## src/rtl/piano_voice_allocator.sv

```systemverilog
// Round-robin voice allocator: binds pressed piano keys to NUM_VOICES shared voices.
// Optional macro PIANO_VOICE_STEAL_EN: when all voices are busy, a new key steals the oldest voice.
module piano_voice_allocator #(
    parameter int NUM_VOICES = 4,
    parameter int AGE_W      = 8
) (
    input  logic                    clk,
    input  logic                    reset,
    input  logic [7:0]              key_req,
    output logic [NUM_VOICES-1:0]   voice_en,
    output logic [3*NUM_VOICES-1:0] voice_note,
    output logic [NUM_VOICES-1:0]   voice_load,
    output logic [7:0]              key_granted,
    output logic                    busy
);

    logic [2:0]       scan_ptr;
    logic [AGE_W-1:0] age [NUM_VOICES];

    logic                    cur_req;
    logic                    cur_gnt;
    logic [NUM_VOICES-1:0]   free_oh;
    logic [NUM_VOICES-1:0]   owner_oh;
    logic [NUM_VOICES-1:0]   en_n;
    logic [3*NUM_VOICES-1:0] note_n;
    logic [NUM_VOICES-1:0]   load_n;
    logic [7:0]              gnt_n;
`ifdef PIANO_VOICE_STEAL_EN
    logic [NUM_VOICES-1:0]   victim_oh;
    logic [AGE_W-1:0]        best_age;
`endif

    function automatic logic [AGE_W-1:0] age_inc(input logic [AGE_W-1:0] a);
        return (&a) ? a : a + 1'b1;
    endfunction

    always_comb begin
        cur_req  = key_req[scan_ptr];
        cur_gnt  = key_granted[scan_ptr];
        free_oh  = '0;
        owner_oh = '0;
        for (int i = 0; i < NUM_VOICES; i++) begin
            if (!voice_en[i] && free_oh == '0)
                free_oh[i] = 1'b1;
            if (voice_en[i] && voice_note[3*i +: 3] == scan_ptr)
                owner_oh[i] = 1'b1;
        end
`ifdef PIANO_VOICE_STEAL_EN
        // Strict '>' keeps the lowest index on equal ages.
        victim_oh = '0;
        best_age  = '0;
        for (int i = 0; i < NUM_VOICES; i++) begin
            if (victim_oh == '0 || age[i] > best_age) begin
                victim_oh    = '0;
                victim_oh[i] = 1'b1;
                best_age     = age[i];
            end
        end
`endif
    end

    always_comb begin
        en_n   = voice_en;
        note_n = voice_note;
        load_n = '0;
        gnt_n  = key_granted;
        if (!cur_req && cur_gnt) begin
            gnt_n[scan_ptr] = 1'b0;
            for (int i = 0; i < NUM_VOICES; i++)
                if (owner_oh[i])
                    en_n[i] = 1'b0;
        end else if (cur_req && !cur_gnt) begin
            if (free_oh != '0) begin
                gnt_n[scan_ptr] = 1'b1;
                for (int i = 0; i < NUM_VOICES; i++) begin
                    if (free_oh[i]) begin
                        en_n[i]           = 1'b1;
                        note_n[3*i +: 3]  = scan_ptr;
                        load_n[i]         = 1'b1;
                    end
                end
            end else begin
`ifdef PIANO_VOICE_STEAL_EN
                // Victim's old key loses its grant before the new key claims it.
                for (int i = 0; i < NUM_VOICES; i++) begin
                    if (victim_oh[i]) begin
                        gnt_n[voice_note[3*i +: 3]] = 1'b0;
                        note_n[3*i +: 3]            = scan_ptr;
                        load_n[i]                   = 1'b1;
                    end
                end
                gnt_n[scan_ptr] = 1'b1;
`endif
            end
        end
    end

    always_ff @(posedge clk) begin
        if (reset) begin
            scan_ptr    <= '0;
            voice_en    <= '0;
            voice_note  <= '0;
            voice_load  <= '0;
            key_granted <= '0;
            busy        <= 1'b0;
            for (int i = 0; i < NUM_VOICES; i++)
                age[i] <= '0;
        end else begin
            scan_ptr    <= scan_ptr + 3'd1;
            voice_en    <= en_n;
            voice_note  <= note_n;
            voice_load  <= load_n;
            key_granted <= gnt_n;
            busy        <= &en_n;
            for (int i = 0; i < NUM_VOICES; i++) begin
                if (load_n[i])
                    age[i] <= '0;
                else if (en_n[i])
                    age[i] <= age_inc(age[i]);
                else
                    age[i] <= '0;
            end
        end
    end

endmodule

```

## config.mk

```make
export PLATFORM = sky130hd
export DESIGN_NAME = piano_voice_allocator
export DESIGN_NICKNAME = d
export VERILOG_FILES = /design/src/rtl/piano_voice_allocator.sv
export SDC_FILE = /design/constraint.sdc
export NUM_CORES = 1
export LEC_CHECK = 0
export CAP_MARGIN = 10
export CORE_MARGIN = 2
export CORE_UTILIZATION = 45
export DETAILED_ROUTE_END_ITERATION = 16
export PLACE_DENSITY = 0.84
export SYNTH_ARGS = -nofsm -noshare
export SYNTH_HDL_FRONTEND = slang
export SYNTH_SLANG_ARGS = --single-unit
```

## constraint.sdc

```tcl
create_clock -name clk -period 7.7 [get_ports clk]
set_input_delay 1.54 -clock clk [delete_from_list [all_inputs] [get_ports clk]]
set_output_delay 1.54 -clock clk [all_outputs]
set_load 0.03 [all_outputs]
```

=== Word level (Yosys, flattened, before mapping) ===
Cells that the tools add are included.
Widths: inputs -> output; s select.

* $add $sub $neg: 1
* $lt $le $gt $ge: 2
* Eq/ne operators: 4
* Multiplexer cells: 30
* Bitwise operators: 7
* Reduce and logical (&&, ||, !) cells: 27

{| class="wikitable"
|+ Operators with widths
! kind !! count
|-
| $mux 8 || 3
|-
| $mux 1 || 21
|-
| $reduce_and 4->1 || 5
|-
| $eq 3x3->1 || 4
|-
| $mux 4 || 3
|-
| $logic_and 1x1->1 || 10
|-
| $and 8x8->8 || 1
|-
| $not 8->8 || 1
|-
| $or 8x8->8 || 1
|-
| $bmux 1 s3 || 2
|-
| $logic_not 1->1 || 5
|-
| $lt 3x4->1 const B || 1
|-
| $not 1->1 || 4
|-
| $reduce_bool 2->1 || 2
|-
| $reduce_bool 4->1 || 1
|-
| $reduce_or 4->1 || 1
|-
| $add 3x1->3 const B || 1
|-
| $demux 1 s3 || 1
|-
| $ge 3x1->1 const B || 1
|-
| $logic_not 3->1 || 1
|-
| $logic_not 2->1 || 1
|-
| $reduce_and 2->1 || 1
|}

* Register bits after elaboration: 32
* Output and inout port bits: 29
* Word-level logic and storage cells: 80

=== Depth between registers and ports, before layout ===
* Depth after elaboration: 14
* Gate-level depth with buffers: 10
* Gate-level depth less buffers: 9

=== Least setup slack after synthesis ===
No wires, ideal clock.

* Path kind: input to register
* Start point: input port key_req[1]
* End point: register with a tool-made name
* Library setup time: 0.078 ns
* Arrival time: 3.153 ns
* Data required time: 7.622 ns
* Path slack: 4.469 ns
* Cell stages on the path: 8
* Path buffers: 0
* Cell sequence: mux4_1 -> nand2_1 -> and2_1 -> ha_1 -> and4b_1 -> a211oi_2 -> a31oi_1 -> nor3_1

{| class="wikitable"
|+ RTL lines
! item !! line !! text
|-
| start: declaration || 9 || <nowiki>input logic [7:0] key_req,</nowiki>
|}

==> results.txt <==
status = finished clean
r2r worst-path depth = 8
total CTS buffers = 5
largest net degree at the start of global routing = 32
maximum clock rate = 262 MHz
final clock skew = 9.96 ps
Top Ports = 39
Final Cycle Share = 49.5%
Pins Over Slew Limit = 0
Setup TNS = 0 ps
die height = 63.5 um
multiplexer area fraction after synthesis = 13.4%
YS warnings = 0
core area = 3360 um^2
flop2flop setup slack = 4290 ps
Clock Pin Slew Worst Setup and Hold Paths = 100 ps
row cnt = 21
Root Driver = clkbuf_4
GPL Wtd Cong = 0.754
DR iter-0 viols = 47
Die ar. = 4030 um^2
clock sink total = 32
antenna violations before repair = 0
antenna viol nets, final = 0
Vias/cell = 5.20
Crit Reg-Reg Startpoint = scan_ptr[0]
Metal-1 WL = 1.44 mm
largest family of logic cells by synthesized area = simple AND/OR/NAND/NOR gates
uppermost layer routed = met4
CP Class = input port to flop
Setup violations, final = 0
Final Util = 60.1%
Initial Util = 47.4%
Yosys top cell by area = dfxtp_1
Setup crit end kind = flop
layout cell share with drive strength beyond 1 = 8.16%
detailed-route via count = 1259
clock share of power = 29.7%
crit path time final = 3810 ps
Area after DPL = 1950 um^2
most area-consuming cells after synthesis = dfxtp_1 (40%), xnor2_1 (6.0%), mux2i_1 (5.7%)
CTS max path bufs = 2
Port Buf Inserts = 38
NetSw = 0.000133 W
first-pass GRT wire length = 5.37 mm
critical path peak fanout = 13
WL per Instance = 12.9 um
H-tree depth = 2
syn nets = 176
fillers = 309
Synth Cell Area = 1590 um^2
Synth Instances = 163
worst path required time = 7960 ps
Min-Delay Path Class = flop to flop
Skew-Pair Late Insertion Delay = 340 ps
Compound-Gate Fraction of Synth Area = 9.51%
part of the power in registers = 45.5%
Hold EP = voice_note[6]
design area = 2020 um^2
first-pass iteration count of the detailed router = 4
Max Cap Viol = 0
combinational share of power = 24.8%
Hold Path Depth = 2
Pwr per Cell Area = 212 nW/um^2
Post-route DRC = 0
HP Start = voice_note[6]
setup bufs post-CTS = 0
ant diodes = 0
final WL = 3.12 mm
Arr. time, crit path = 4070 ps
startpoint types = input port
Hold Vio Cnt, Final = 0
top-area cell type share of the netlist area = 40.2%
Leak = 0.708 nW
final net count = 208
length of routed met2 wiring = 1.46 mm
vias in the first global route = 1137
met3 routed WL = 156 um
sequential fraction of the synthesis area = 40.2%
area growth from synthesis to layout = 26.9%
TritonCTS clock tree = built
post-synthesis cell type count = 36
switch share = 31.0%
RR Endpoint = voice_note[11]
Post-Synth XOR/XNOR Area = 7.15%
Peak supply drop = 0.0799 mV
total track usage = 17.1%
asr flop ratio synth = 0%
grt total ovfl = 0
Synth Area in Adders = 2.36%
RSZ-0062 raised after global routing = no
Slew @ Worst Pin = 1160 ps
cts repair resizes = 0
hold buffer count at cts = 0
die width = 63.5 um
Cell Int Power = 0.000295 W
Detailed Place HPWL = 2.08 mm
Slew headroom = 22.7%
synthesis-stage register bit count = 32
average cell area after synthesis = 9.77 um^2
Synth Area in Simple Gates = 21.1%
commonest register cell after synthesis = dfxtp_1
EDFF count, synth = 0
[area by class of cell]
type	instances	area (um^2)	area share, %
clock buffers	6	41.3	2.04
clock inverters	2	35.0	1.73
inverters	4	15.0	0.743
multi-input cells	114	852	42.1
flip-flops and latches	32	641	31.7
well taps	46	57.6	2.85
repair buffers	38	380	18.8
[Yosys cell counts (4+ instances only)]
cell      number
mux2i_1        9
inv_1          4
xnor2_1       11
nor3_1        12
nor2_1        24
a21oi_1       11
nand2_1        7
dfxtp_1       32
nor2b_1        5
buf_2          5
clkbuf_1       4
[critical path, stage by stage]
cell and delay, ps:
clkdlybuf4s50_1 400, mux4_1 470, nand2_1 70, and2_1 150
ha_1 440, and4b_1 280, a211oi_2 380, a31oi_1 130
nor3_1 210
[stage by stage]
step / power, W / setup WS, ps / hold slack [ps] / cells
5_1_grt: 0.000451 / 3690 / 535 / 242
3_5_place_dp: 0.000304 / 3540 / 500 / 234
3_3_place_gp: 0.000302 / 3600 / 493 / 234
4_1_cts: 0.000430 / 3870 / 514 / 242
6_report: 0.000428 / 3890 / 512 / 242
2_1_floorplan: 0.000276 / 4470 / 582 / 163
[placed cells by master, fill, tap and decap left out, drive strengths merged]
cell type,n
clkdlybuf4s50,38
dfxtp,32
nor2,24
nor3,12
xnor2,11
a21oi,11
mux2i,10
nand2,7
clkbuf,6
nor2b,5
inv,4
mux4,4
nand3,3
o21ai,3
ha,3
and4b,2
a211oi,2
nand2b,2
a31oi,2
xor2,2
nor3b,2
and2,1
a2bb2oi,1
nand4b,1
a41o,1
nand4,1
o21ba,1
a311oi,1
nor4b,1
nor4,1
bufinv,1
clkinv,1
[power by group through the flow]
stage | clock network [W] | logic [W] | registers, W
after global routing | 0.000139 | 0.000114 | 0.000197
after global placement | 0 | 0.000104 | 0.000198
after detailed placement | 0 | 0.000106 | 0.000198
after CTS | 0.000128 | 0.000107 | 0.000195
final | 0.000127 | 0.000106 | 0.000195
after floorplan | 0 | 0.0000723 | 0.000204
[worst max-delay path by stage]
stage                     from  endpoint  depth (start not counted)
floorplan           key_req[1]      flop                          8
global placement    key_req[5]      flop                          9
detailed placement  key_req[6]      flop                          9
CTS                 key_req[6]      flop                          9
global route        key_req[4]      flop                          9
finish              key_req[6]      flop                          9
[per-layer routing]
metal,GRT usage [%],vias to the layer above
li1,-,629
met4,8.15,0
met2,27.0,35
met1,22.1,588
met5,0,-
met3,3.75,7
[cells by family after synthesis]
| kind of cell | Yosys count |
|---|---|
| xor+xnor | 13 |
| buf+inv | 17 |
| mux | 14 |
| simple gates | 62 |
| fa+ha+maj | 3 |
| compound gates | 22 |
| flops | 32 |
No activity file was read; power rests on OpenSTA's default activity.
